## src/rtl/if_fetch.sv

```systemverilog
// Instruction fetch stage.
//
// Issues one fetch at a time to the cache-interface stage, buffers returned
// instruction words together with their PCs in a small circular FIFO, and
// presents the FIFO head to decode. An execute-stage redirect (flush) clears
// the FIFO, drops any in-flight return and restarts fetching at the target.
//
// Ports:
//   clk_i          sole clock, rising edge
//   rst_n_i        asynchronous active-low reset
//   flush_i        redirect request from execute
//   flush_pc_i     redirect target, sampled when flush_i=1
//   flush_o        flush forwarded to the cache-interface stage
//   pc_o           fetch address, meaningful when read_req_o=1
//   read_req_o     single-cycle fetch request pulse
//   instr_i        returned instruction word, valid with read_done_i
//   read_done_i    fetch completion pulse
//   instr_o        FIFO head instruction
//   instr_pc_o     PC of FIFO head
//   instr_valid_o  FIFO non-empty
//   instr_ready_i  decode accepts the head
module if_fetch #(
   parameter int unsigned     XLEN    = 32,
   parameter logic [XLEN-1:0] BOOT_PC = 32'h0000_0200,
   parameter int unsigned     DEPTH   = 4
) (
   input  logic            clk_i,
   input  logic            rst_n_i,
   input  logic            flush_i,
   input  logic [XLEN-1:0] flush_pc_i,
   output logic            flush_o,
   output logic [XLEN-1:0] pc_o,
   output logic            read_req_o,
   input  logic [XLEN-1:0] instr_i,
   input  logic            read_done_i,
   output logic [XLEN-1:0] instr_o,
   output logic [XLEN-1:0] instr_pc_o,
   output logic            instr_valid_o,
   input  logic            instr_ready_i
);

   localparam int unsigned PTR_W = $clog2(DEPTH);
   localparam int unsigned CNT_W = PTR_W + 1;

   typedef enum logic [1:0] {StReset, StIdle, StWait} state_e;

   state_e            state_q, state_d;
   logic [XLEN-1:0]   pc_q;
   logic [XLEN-1:0]   req_pc_q;
   logic [XLEN-1:0]   mem_instr [DEPTH];
   logic [XLEN-1:0]   mem_pc    [DEPTH];
   logic [PTR_W-1:0]  wr_ptr_q, rd_ptr_q;
   logic [CNT_W-1:0]  count_q;
   logic [CNT_W-1:0]  occ_next;
   logic              push, pop, credit, issue;

   // A return is only accepted while a fetch is outstanding and not flushed.
   assign push     = (state_q == StWait) & read_done_i & ~flush_i;
   assign pop      = instr_valid_o & instr_ready_i;
   assign occ_next = count_q + CNT_W'(push) - CNT_W'(pop);
   // Reserve a slot for the word this request will return.
   assign credit   = occ_next < CNT_W'(DEPTH);

   assign flush_o       = flush_i;
   assign pc_o          = pc_q;
   assign read_req_o    = issue;
   assign instr_valid_o = (count_q != '0);
   assign instr_o       = instr_valid_o ? mem_instr[rd_ptr_q] : '0;
   assign instr_pc_o    = instr_valid_o ? mem_pc[rd_ptr_q]    : '0;

   // State register.
   always_ff @(posedge clk_i or negedge rst_n_i) begin
      if (!rst_n_i) begin
         state_q <= StReset;
      end else begin
         state_q <= state_d;
      end
   end

   // Next-state logic.
   always_comb begin
      state_d = state_q;
      if (flush_i) begin
         state_d = StIdle;
      end else begin
         unique case (state_q)
            StReset: state_d = StIdle;
            StIdle:  if (credit) state_d = StWait;
            StWait:  if (read_done_i && !credit) state_d = StIdle;
            default: state_d = StReset;
         endcase
      end
   end

   // Output logic: request pulse.
   always_comb begin
      issue = 1'b0;
      if (!flush_i) begin
         case (state_q)
            StIdle:  issue = credit;
            StWait:  issue = read_done_i & credit;
            default: issue = 1'b0;
         endcase
      end
   end

   // PC and FIFO control.
   always_ff @(posedge clk_i or negedge rst_n_i) begin
      if (!rst_n_i) begin
         pc_q     <= BOOT_PC;
         req_pc_q <= '0;
         wr_ptr_q <= '0;
         rd_ptr_q <= '0;
         count_q  <= '0;
      end else if (flush_i) begin
         pc_q     <= flush_pc_i;
         wr_ptr_q <= '0;
         rd_ptr_q <= '0;
         count_q  <= '0;
      end else begin
         if (issue) begin
            req_pc_q <= pc_q;
            pc_q     <= pc_q + XLEN'(4);
         end
         if (push) wr_ptr_q <= wr_ptr_q + PTR_W'(1);
         if (pop)  rd_ptr_q <= rd_ptr_q + PTR_W'(1);
         count_q <= occ_next;
      end
   end

   // FIFO storage; contents are only observed through the count-gated outputs.
   always_ff @(posedge clk_i) begin
      if (push) begin
         mem_instr[wr_ptr_q] <= instr_i;
         mem_pc[wr_ptr_q]    <= req_pc_q;
      end
   end

endmodule
```

## config.mk

```make
export PLATFORM = sky130hd
export DESIGN_NAME = if_fetch
export DESIGN_NICKNAME = d
export VERILOG_FILES = /design/src/rtl/if_fetch.sv
export SDC_FILE = /design/constraint.sdc
export NUM_CORES = 1
export LEC_CHECK = 0
export BUFFER_PORTS_ARGS = -buffer_cell sky130_fd_sc_hd__buf_2
export CAP_MARGIN = 20
export CORE_MARGIN = 1
export CORE_UTILIZATION = 25
export DETAILED_ROUTE_END_ITERATION = 10
export RECOVER_POWER = 100
export SYNTH_ARGS = -nofsm -noshare
export SYNTH_HDL_FRONTEND = slang
export SYNTH_SLANG_ARGS = --single-unit
```

## constraint.sdc

```tcl
create_clock -name clk_i -period 8.5 [get_ports clk_i]
set_clock_uncertainty 0.15 [all_clocks]
set_input_delay 1.275 -clock clk_i [delete_from_list [all_inputs] [get_ports clk_i]]
set_output_delay 1.275 -clock clk_i [all_outputs]
set_load 0.02 [all_outputs]
```

* After elaboration in Yosys (flattened, before gate mapping)
Memory sizes are Yosys's and may differ from the RTL's.
Cells that the tools add are included.
** Word-level totals
- Register bits after elaboration :: 73
- Bits in writable memories :: 256
- Bits of input ports :: 69
- Output and inout port bits :: 99
- Logic and storage cells :: 49
- Memories :: 2
** Memories
- mem_instr :: depth 4, bits a word 32, read ports 1, clocked after memory_dff 0, write ports 1, line 50 : logic [XLEN-1:0] mem_instr [DEPTH];
- mem_pc :: depth 4, bits a word 32, read ports 1, clocked after memory_dff 0, write ports 1, line 51 : logic [XLEN-1:0] mem_pc [DEPTH];
** Cells by class
- $add $sub $neg :: 5
- $lt $le $gt $ge :: 1
- Eq/ne operators :: 4
- Muxes and demuxes :: 17
- Bitwise logic cells :: 5
- Reductions and logical operators :: 9
** Operator list (number)
- $mux 32 :: 4
- $add 32x3->32 const B :: 1
- $mux 2 :: 7
- $pmux 2 s3 :: 1
- $reduce_bool 2->1 :: 3
- $add 2x1->2 const B :: 2
- $and 1x1->1 :: 4
- $reduce_and 2->1 :: 2
- $add 3x1->3 :: 1
- $lt 3x3->1 const B :: 1
- $mux 1 :: 3
- $mux 3 :: 1
- $ne 3x2->1 const B :: 1
- $ne 3x3->1 const B :: 1
- $reduce_bool 3->1 :: 1
- $sub 3x1->3 :: 1
- $eq 2x1->1 const B :: 1
- $eq 2x2->1 const B :: 1
- $logic_not 2->1 :: 1
- $pmux 1 s2 :: 1
- $logic_and 1x1->1 :: 1
- $logic_not 1->1 :: 1
- $not 1->1 :: 1

* Logic depth before layout (Yosys ltp)
Gate-level depths: netlist of run 1.
- Word-level depth :: 11
- Depth in mapped cells :: 17
- Gate-level depth less buffers :: 15

* Least setup slack after synthesis of run 1
OpenSTA, ideal clock, no wires.
- Path type :: input-to-output
- Start point :: in flush_i
- End point :: out read_req_o
- Data arrival time :: 3.563 ns
- Required time :: 7.075 ns
- Slack :: 3.512 ns
- Cell stages on the path :: 14
- Buffers on the path :: 4
- Path through :: buf_4 > clkbuf_1 > nor2_1 > inv_1 > ha_1 > inv_1 > ha_1 > inv_1 > fa_1 > xnor3_2 > and3_4 > nor2b_4 > buf_6 > buf_12
** Between the ends
- Cells in the longest elaborated chain, start to end :: 8
** RTL lines
- from (decl) :: line 29 : input logic flush_i,
- $not 1->1 (no source line)
- $and 1x1->1 :: line 58 : assign push = (state_q == StWait) & read_done_i & ~flush_i;
- $add 3x1->3 :: line 60 : assign occ_next = count_q + CNT_W'(push) - CNT_W'(pop);
- $sub 3x1->3 :: line 60
- $lt 3x3->1 :: line 62 : assign credit = occ_next < CNT_W'(DEPTH);
- $and 1x1->1 :: line 101 : StWait: issue = read_done_i & credit;
- $pmux 1 s2 :: line 99 : case (state_q)
- $mux 1 * :: line 98 : if (!flush_i) begin
- to (decl) :: line 33 : output logic read_req_o,
Every way passes the cells marked *; elsewhere a longest branch is shown, timed or not.

* Worst setup path in the final report of run 1
Ends and elaborated chain as after synthesis.

==> metrics, run 1 <==
Post-DP Area 0.01497 mm²; violated checks design-rule violations, max-capacitance violations, max-slew violations; Yosys reg bits 329; CP startpoint kind input port; outcome complete, but fails checks; starting DRC count in detailed routing 404; max_cap viols 10; drc violations 24; largest net degree at the start of global routing 74; row count 84; final setup fails 0; most frequent cells in the layout 256 x edfxtp_1, 106 x clkbuf_1, 78 x buf_2; storage element area 0.009523 mm²; CP Data Arrival Time 4800 ps; router iterations before antenna repair 8; Syn Std Cell Area 0.01339 mm²; cell taking the most area after synthesis edfxtp_1; vias 7076; min Tclk post-route 6226 ps; setup TNS 0 ps; most common cell after layout, fill and taps aside edfxtp_1; Async S/R FF share, synth 0.2219; TritonCTS Buffers 38; routability cong. 0.7801; total gr overflow 0; top cell type's share of synthesized area 0.5743; worst reg2reg path startpoint state_q[0]; Seq/Total Area, Yosys 0.7109; Setup Buffers After CTS 0; Synth area leaders edfxtp_1 57%, dfrtp_1 13%, mux4_2 11%; nets 998; Die Area 0.05447 mm²; post-cts sizing count 0; WS Path Type in2out; Sink Count 329; Die H 233.4 µm; crit path from flush_i; Tot Pwr 5.035 mW; Vias/cell 4.328; area of the multi-input gates 0.003475 mm²; CP Max Fanout 26; post-synthesis instance total 733; VDD IR max 119.2 µV; area grow syn2layout 18.84%; fillers 5311; Hold-fix buffers, CTS 0; Ys Warns 0; Root Buffer clkbuf_16; Synthesized Nets 814; Leak 5.373 nW; io pins 168; slew margin rel. -1.325; Final Hold Viols 0; DR WL/cell 19.19 µm; fmax 160.6 MHz; CP Capture Type output pin; Most used DFF post-synth edfxtp_1; final wirelength 31380 µm; syn_area_per_cell 18.26 µm²; DRT antenna net count 0; # H-tree levels 2; Reg clk slew, reported paths 60 ps; port bufs 167; RSZ-0062 raised after global routing false; hold path start req_pc_q[8]; Synth cell types 45; number of global-route vias before repair 7447; Final Cell Area 0.01591 mm²; Max Buffers Root-to-Sink 3; first-pass GRT wire length 46690 µm; GRT Overall Usage 0.1162; EDFF count, synth 256; core outline area 0.05276 mm²; PwrDens 316.5 mW/mm²; layout cell share with drive strength beyond 1 0.2355; Slew Viols, Final 397; antenna violations before repair 1; slew of the pin with the lowest slew margin 3487 ps; Initial Utilization 0.2537; Worst Hold Class reg2reg; Critical Path RT 7070 ps; DP Wirelength 18300 µm; CTS tree built; Worst-Skew Late Latency 560 ps; Antenna Cells 0; die width 233.4 µm; part of the cycle the worst path needs 0.7325
## layer usage
layer | vias up | routed length [µm] | global-route usage
li1 | 3177 | - | -
met1 | 3653 | 14030 | 0.1542
met2 | 189 | 14400 | 0.1814
met3 | 55 | 2241 | 0.03271
met4 | 2 | 690 | 0.03998
met5 | - | 17 | 0
## cell usage after synthesis (2+ instances only)
cell type  count
o21ai_0       23
nor4_1         2
mux2_4        29
o21ai_1        4
inv_1         13
buf_1          2
mux2_2         8
nor3_1         2
nand2_1       36
xor2_1        22
xnor2_1        8
nand2b_1       2
a21oi_1        3
dfrtp_1       72
nand4_1       15
and2_1        71
nand3_1       16
and3_1         2
edfxtp_1     256
buf_4          4
nor2_1        16
buf_2          8
buf_6          2
mux2i_1        2
clkbuf_1      19
mux4_2        64
buf_12         3
a31oi_1        2
ha_1          11
## worst max-delay path, stage by stage
cell and delay [ps]:
clkbuf_1 770, nor2_1 220, inv_1 120, ha_1 230
inv_1 60, ha_1 140, inv_1 50, fa_1 360
xnor3_1 280, and3_1 530, nor2b_1 450, clkbuf_1 300
## flip-flops by register name, indices dropped and copies added, names as in the netlist
signal and flops:
count_q 3, pc_o 32, rd_ptr_q 2, mem_instr 128
mem_pc 128, req_pc_q 32, state_q 2, wr_ptr_q 2
## worst paths after layout
kind | slack, ps | endpoint | cells after the start
worst max-delay path | 2270 | read_req_o | 12
worst min-delay path | 370 | mem_pc[3][8] | 0
worst max register to register | 3000 | mem_instr[2][26] | 7
worst min register to register | 370 | mem_pc[3][8] | 0
max in group asynchronous | 3730 | rd_ptr_q[1] | 2
min in group asynchronous | 1160 | pc_o[16] | 1
## cell families (layout without fill, tap and decap cells)
group                      count (synthesis)  count (layout)  synth area share
DFF                                      329             329            0.7109
and+or+nand+nor                          172             172           0.07244
muxes                                    104             104            0.1493
buffers and inverters                     51             265           0.02094
AOI/OAI and AO/OA                         34              34           0.01327
xor gates and xnor gates                  31              31           0.02141
adders and majority gates                 12              12           0.01178
## power by group
part	internal, mW	total [mW]	switching [mW]
combinational	0.539	1.35	0.815
sequential	1.95	2.14	0.189
clock	0.886	1.54	0.655
## stage by stage
step	std cells	utilization	hold slack [ps]	setup slack, ps
2_1_floorplan	733	-	322.4	3512
3_3_place_gp	1559	0.2832	340.9	3193
3_5_place_dp	1560	0.2837	360.8	3195
4_1_cts	1630	0.3061	363.9	3193
5_1_grt	1635	0.3015	378.7	1848
6_report	1635	0.3015	368.2	2274
## area by class of cell
cell class              instances  area share
clock buffers                  47     0.06379
clock inverters                23     0.01062
inverters                      13    0.003068
multi-input cells             353      0.2184
flip-flops and latches        329      0.5987
well taps                     688     0.05412
repair buffers                182     0.05129
No activity file was read; power rests on OpenSTA's default activity.
==> inputs of run 2 (changes only) <==
--- a/config.mk
+++ b/config.mk
@@ -5,6 +5,7 @@
 export SDC_FILE = /design/constraint.sdc
 export NUM_CORES = 1
 export LEC_CHECK = 0
+export ABC_AREA = 1
 export BUFFER_PORTS_ARGS = -buffer_cell sky130_fd_sc_hd__buf_2
 export CAP_MARGIN = 20
 export CORE_MARGIN = 1
==> constraint.sdc (replaced) <==
create_clock -name clk_i -period 5.6 [get_ports clk_i]
set_clock_uncertainty 0.15 [all_clocks]
set_input_delay 0.84 -clock clk_i [delete_from_list [all_inputs] [get_ports clk_i]]
set_output_delay 0.84 -clock clk_i [all_outputs]
set_load 0.02 [all_outputs]
==> metrics, run 2 <==
outcome complete, but fails checks (unchanged); violated checks max-capacitance violations, max-slew violations (was design-rule violations, max-capacitance violations, max-slew violations); starting DRC count in detailed routing 586 (was 404); EDFF count, synth 256 (unchanged); top cell type's share of synthesized area 0.5450 (was 0.5743); drc violations 0 (was 24); CP Max Fanout 95 (was 26); most common cell after layout, fill and taps aside nor2_1 (was edfxtp_1); fillers 5796 (was 5311); setup TNS 0 ps (unchanged); die width 239.5 µm (was 233.4 µm); largest net degree at the start of global routing 96 (was 74); Die Area 0.05737 mm² (was 0.05447 mm²); final setup fails 0 (unchanged); Final Hold Viols 0 (unchanged); Worst Hold Class in2reg (was reg2reg); area of the multi-input gates 0.003988 mm² (was 0.003475 mm²); TritonCTS Buffers 38 (unchanged); Sink Count 329 (unchanged); routability cong. 0.8179 (was 0.7801); area grow syn2layout 18.42% (was 18.84%); syn_area_per_cell 10.36 µm² (was 18.26 µm²); hold path start flush_pc_i[11] (was req_pc_q[8]); PwrDens 516.6 mW/mm² (was 316.5 mW/mm²); CTS tree built (unchanged); part of the cycle the worst path needs 0.8493; Reg clk slew, reported paths 60 ps (about the same); WS Path Type reg2out (was in2out); WHS Path Cells 3 (was 0); final cell count without fillers 2295 (was 1635); number of global-route vias before repair 9769 (was 7447); post-cts sizing count 0 (unchanged); first-pass GRT wire length 56900 µm (was 46690 µm); final wirelength 37290 µm (was 31380 µm); Final Util 0.3014 (was 0.3015); worst reg2reg path startpoint state_q[0] (unchanged); GRT Overall Usage 0.1307 (was 0.1162); Vias/cell 4.325 (was 4.328); slew of the pin with the lowest slew margin 2600 ps (was 3487 ps); FF-to-FF path depth 7 (unchanged); vias 9927 (was 7076); Synth area leaders edfxtp_1 55%, dfrtp_1 13%, nor2_1 8.2% (was edfxtp_1 57%, dfrtp_1 13%, mux4_2 11%); CP startpoint kind flip-flop (was input port); Critical Path RT 4610 ps (was 7070 ps); max_cap viols 7 (was 10); Setup Buffers After CTS 0 (unchanged); row count 86 (was 84); Syn Std Cell Area 0.01410 mm² (was 0.01339 mm²); Root Buffer clkbuf_16 (unchanged); Leak 6.110 nW (was 5.373 nW); Hold-fix buffers, CTS 0 (unchanged); CP Data Arrival Time 3770 ps (was 4800 ps); port bufs 167 (unchanged); DRT antenna net count 0 (unchanged); RSZ-0062 raised after global routing false (unchanged); Ys Warns 0 (unchanged); router iterations before antenna repair 5 (was 8); io pins 168 (unchanged); Slew Viols, Final 245 (was 397); Async S/R FF share, synth 0.2219 (unchanged); Post-DP Area 0.01571 mm² (was 0.01497 mm²); Largest regs mem_instr (128), mem_pc (128) (unchanged); layout cell share with drive strength beyond 1 0.07434 (was 0.2355); Worst-Skew Late Latency 560 ps (about the same); Yosys reg bits 329 (unchanged); Synthesized Nets 1442 (was 814); Most used DFF post-synth edfxtp_1 (unchanged); storage element area 0.009518 mm² (was 0.009523 mm²); antenna violations before repair 0 (was 1); # H-tree levels 2 (unchanged); total gr overflow 0 (unchanged); cell taking the most area after synthesis edfxtp_1 (unchanged); Initial Utilization 0.2545 (was 0.2537); Hold Path Sink pc_o[11] (was mem_pc[3][8]); post-synthesis instance total 1361 (was 733); VDD IR max 272.0 µV (was 119.2 µV); Seq/Total Area, Yosys 0.6746 (was 0.7109); fmax 210.2 MHz; Max Buffers Root-to-Sink 3 (unchanged); slew margin rel. -0.7334 (was -1.325); nets 1598 (was 998); most frequent cells after synthesis 310 x nor2_1, 262 x nand2_1, 256 x edfxtp_1, 151 x o21ai_0, 72 x dfrtp_1 (was 256 x edfxtp_1, 72 x dfrtp_1, 71 x and2_1, 64 x mux4_2, 36 x nand2_1); most frequent cells in the layout 310 x nor2_1, 263 x nand2_1, 256 x edfxtp_1 (was 256 x edfxtp_1, 106 x clkbuf_1, 78 x buf_2); Synth cell types 31 (was 45); core outline area 0.05542 mm² (was 0.05276 mm²); Final Cell Area 0.01670 mm² (was 0.01591 mm²); Antenna Cells 0 (unchanged); top-count cell post-synth nor2_1 (was edfxtp_1); min Tclk post-route 4756 ps; DR WL/cell 16.25 µm (was 19.19 µm); Die H 239.5 µm (was 233.4 µm); R2R Path End mem_instr[0][27] (was mem_instr[2][26]); R2R setup slack 1020 ps (was 3000 ps); DP Wirelength 23410 µm (was 18300 µm); CP Capture Type output pin (unchanged); Post-Place Cells 2223 (was 1560)
run 2: changes by cell type after synthesis, moves of 33 or more:
cell and delta:
nand2_1 +226, nor2_1 +294, a21oi_1 +64, mux4_2 -64, nand3_1 +33, o21ai_0 +128, inv_1 +54, and2_1 -71
run 2: cell families (layout without fill, tap and decap cells):
kind of cell | count (synthesis) | after routing | synth area share
buffers and inverters | 138 | 324 | 0.04151
xor gates and xnor gates | 10 | 10 | 0.006209
adders and majority gates | 12 | 12 | 0.01118
AOI/OAI and AO/OA | 243 | 243 | 0.09110
and+or+nand+nor | 629 | 629 | 0.1754
DFF | 329 | 329 | 0.6746
run 2: critical path: stages (launching register included):
cell and delay (ps):
dfrtp_2 1160, clkinv_2 720, buf_4 620, o21ai_0 310, a21oi_1 120, clkbuf_1 240
run 2: report_power, final:
group | internal, mW | switching (mW) | total, mW
registers | 3.03 | 0.436 | 3.47
clock network | 1.42 | 1.02 | 2.44
logic | 0.719 | 2.00 | 2.72
run 2: area by class of cell:
| class | count | share of cell area |
|---|---|---|
| Timing Repair Buffer | 185 | 0.04592 |
| Clock inverter | 27 | 0.01453 |
| Inverter | 69 | 0.01558 |
| Tap cell | 748 | 0.05603 |
| Multi-Input combinational cell | 894 | 0.2387 |
| Clock buffer | 43 | 0.05933 |
| Sequential cell | 329 | 0.5699 |
run 2: worst max path at each step:
stage                            from               to  cells past startpoint
after floorplan               flush_i  mem_instr[0][0]                      5
after global placement    read_done_i      req_pc_q[2]                     15
after detailed placement  read_done_i      req_pc_q[5]                     15
after CTS                  state_q[0]       read_req_o                     14
after global routing      rd_ptr_q[0]       instr_o[0]                      5
final                     rd_ptr_q[0]      instr_o[18]                      5
run 2: routing by layer:
| metal | vias up | GRT usage | routed length [µm] |
|---|---|---|---|
| met5 | - | 0 | 0 |
| met2 | 246 | 0.2128 | 17300 |
| met4 | 0 | 0.04565 | 961 |
| met3 | 54 | 0.02535 | 2006 |
| li1 | 4895 | - | - |
| met1 | 4732 | 0.1724 | 17020 |
run 2: stage by stage:
| step | worst slack, ps | hold slack, ps | total power, mW |
|---|---|---|---|
| 6_report | 843.7 | 348.8 | 8.628 |
| 3_5_place_dp | 1288 | 353.2 | 6.399 |
| 4_1_cts | 988.8 | 16.61 | 8.883 |
| 2_1_floorplan | 769.8 | 316.6 | 5.259 |
| 5_1_grt | 443.3 | 331.1 | 9.172 |
| 3_3_place_gp | 1322 | 333.7 | 6.345 |
==> inputs of run 3 (changes only) <==
--- a/config.mk
+++ b/config.mk
@@ -5,7 +5,7 @@
 export SDC_FILE = /design/constraint.sdc
 export NUM_CORES = 1
 export LEC_CHECK = 0
-export ABC_AREA = 1
+export ABC_AREA = 0
 export BUFFER_PORTS_ARGS = -buffer_cell sky130_fd_sc_hd__buf_2
 export CAP_MARGIN = 20
 export CORE_MARGIN = 1
==> constraint.sdc (replaced) <==
create_clock -name clk_i -period 4.2 [get_ports clk_i]
set_clock_uncertainty 0.15 [all_clocks]
set_input_delay 0.63 -clock clk_i [delete_from_list [all_inputs] [get_ports clk_i]]
set_output_delay 0.63 -clock clk_i [all_outputs]
set_load 0.02 [all_outputs]
==> metrics, run 3 (same netlist as run 1, synthesis figures left out) <==
VDD IR max 339.0 µV (was 272.0 µV); port bufs 167 (unchanged); slew of the pin with the lowest slew margin 1961 ps (was 2600 ps); Final Hold Viols 0 (unchanged); die width 233.4 µm (was 239.5 µm); part of the cycle the worst path needs 0.9431; CP max stage delay 420 ps (was 1160 ps); antenna violations before repair 1 (was 0); router iterations before antenna repair 7 (was 5); max_cap viols 5 (was 7); Vias/cell 4.323 (was 4.325); core outline area 0.05276 mm² (was 0.05542 mm²); Hold Path Sink pc_o[19] (was pc_o[11]); CP Capture Type output pin (unchanged); vias 7120 (was 9927); Antenna Cells 0 (unchanged); nets 1009 (was 1598); drc violations 24 (was 0); Max Buffers Root-to-Sink 3 (unchanged); Worst-Skew Late Latency 550 ps (was 560 ps); setup TNS 0 ps (unchanged); R2R setup slack 360 ps (was 1020 ps); Reg clk slew, reported paths 60 ps (about the same); DR WL/cell 18.75 µm (was 16.25 µm); Worst Hold Class in2reg (unchanged); CTS tree built (unchanged); starting DRC count in detailed routing 431 (was 586); DP Wirelength 19670 µm (was 23410 µm); Critical Path RT 3420 ps (was 4610 ps); Slew Viols, Final 203 (was 245); Sink Count 329 (unchanged); area grow syn2layout 21.33% (was 18.42%); hold path start flush_pc_i[19] (was flush_pc_i[11]); Worst path slowest cell dfrtp_1 (was dfrtp_2); WS Path Type reg2out (unchanged); Largest regs mem_instr (128), mem_pc (128) (unchanged); worst reg2reg path startpoint state_q[0] (unchanged); number of global-route vias before repair 7621 (was 9769); FF-to-FF path depth 18 (was 7); outcome complete, but fails checks (unchanged); WHS Path Cells 3 (unchanged); first-pass GRT wire length 46730 µm (was 56900 µm); total gr overflow 0 (unchanged); final setup fails 0 (unchanged); final cell count without fillers 1647 (was 2295); TritonCTS Buffers 39 (was 38); RSZ-0062 raised after global routing false (unchanged); most common cell after layout, fill and taps aside edfxtp_1 (was nor2_1); routability cong. 0.7787 (was 0.8179); min Tclk post-route 3961 ps; dominant delay contributor by cell family on the critical path adder cells (was buffers and inverters); # H-tree levels 2 (unchanged); PwrDens 663.7 mW/mm² (was 516.6 mW/mm²); Die H 233.4 µm (was 239.5 µm); fmax 252.5 MHz; DRT antenna net count 0 (unchanged); most used cell, CP inv_1; Leak 5.572 nW (was 6.110 nW); violated checks design-rule violations, max-capacitance violations, max-slew violations (was max-capacitance violations, max-slew violations); most frequent cells in the layout 256 x edfxtp_1, 93 x clkbuf_1, 78 x buf_2 (was 310 x nor2_1, 263 x nand2_1, 256 x edfxtp_1); slew margin rel. -0.3073 (was -0.7334); CP startpoint kind flip-flop (unchanged); Root Buffer clkbuf_16 (unchanged); Initial Utilization 0.2537 (was 0.2545); Hold-fix buffers, CTS 0 (unchanged); Die Area 0.05447 mm² (was 0.05737 mm²); Final Util 0.3078 (was 0.3014); CP Data Arrival Time 3180 ps (was 3770 ps); CP Max Fanout 5 (was 95); Post-Place Cells 1571 (was 2223); CP bufs+invs 5 (was 3); row count 84 (was 86); largest net degree at the start of global routing 74 (was 96); Critical Path, Cell by Cell inv_2 -> ha_4 -> nand2_2 -> nor2_4 -> inv_1 -> ha_1 -> inv_1 -> ha_1 -> inv_1 -> fa_1 -> xnor3_2 -> and3_1 -> nor2b_4 -> buf_6 (was clkinv_2 -> buf_4 -> o21ai_0 -> a21oi_1 -> clkbuf_1); io pins 168 (unchanged); layout cell share with drive strength beyond 1 0.2680 (was 0.07434); final wirelength 30890 µm (was 37290 µm); GRT Overall Usage 0.1157 (was 0.1307); R2R Path End pc_o[27] (was mem_instr[0][27])
-- run 3: cell types whose count changed in the layout (fill, tap and decap cells not counted), moves of 22 or more --
cell	before	now
o21a_1	22	0
inv_1	67	12
a21oi_1	67	3
and2_1	0	27
nor2_1	310	15
buf_2	38	78
o21ai_0	151	26
mux2_1	0	26
clkbuf_1	141	93
nand3_1	49	17
mux4_2	0	64
nand2_1	263	35
and2_0	0	43
-- run 3: how the worst max path moves through the flow --
stage	endpoint	cells after the start	slack [ps]	startpoint
2_1_floorplan	read_req_o	14	500	flush_i
3_3_place_gp	read_req_o	13	440	read_done_i
3_5_place_dp	read_req_o	14	420	state_q[0]
4_1_cts	read_req_o	11	30	count_q[1]
5_1_grt	read_req_o	14	30	state_q[0]
6_report	read_req_o	14	240	state_q[0]
-- run 3: area by class of cell --
cell class,count,area (µm²)
inverter,13,48.80
multi-input combinational,353,3511
sequential,329,9523
timing repair buffer,192,892.1
fill,5285,36520
tap,688,860.8
clock inverter,24,301.5
clock buffer,48,1104
-- run 3: what timing repair did --
action,CTS,global route
setup buffers,2,2
resized for setup,4,6
setup endpoints to repair,1,1
pin swaps,0,1
-- run 3: metrics by stage --
stage | hold slack (ps) | setup slack [ps] | area [µm²] | power (mW)
final | 129.6 | 238.9 | 16240 | 10.78
after CTS | 89.05 | 28.67 | 16480 | 11.22
after global routing | 113.0 | 34.28 | 16240 | 11.37
after detailed placement | 359.7 | 415.1 | 15040 | 7.509
after global placement | 347.6 | 441.2 | 15040 | 7.461
after floorplan | 184.4 | 501.8 | 13390 | 6.448
-- run 3: worst register-to-register path, delay by kind of cell, from the launching register on --
kind / cells / cell delay (ps)
fa+ha+maj: 4 / 910
xor+xnor: 2 / 370
buf+inv: 7 / 830
mux: 1 / 260
flops: 1 / 420
simple gates: 4 / 740
-- run 3: layer usage --
| metal | wire length (µm) | vias to the layer above | track usage | share of wire |
|---|---|---|---|---|
| met2 | 14120 | 195 | 0.1818 | 0.46 |
| met1 | 14020 | 3666 | 0.1535 | 0.45 |
| met4 | 722 | 2 | 0.03612 | 0.023 |
| li1 | - | 3204 | - | - |
| met5 | 12 | - | 0 | 0.00039 |
| met3 | 2006 | 53 | 0.03308 | 0.065 |
-- run 3: report_power, final --
part	internal (mW)	switching, mW	total [mW]
combinational	1.17	1.64	2.81
clock	2.25	1.36	3.62
sequential	3.95	0.405	4.35
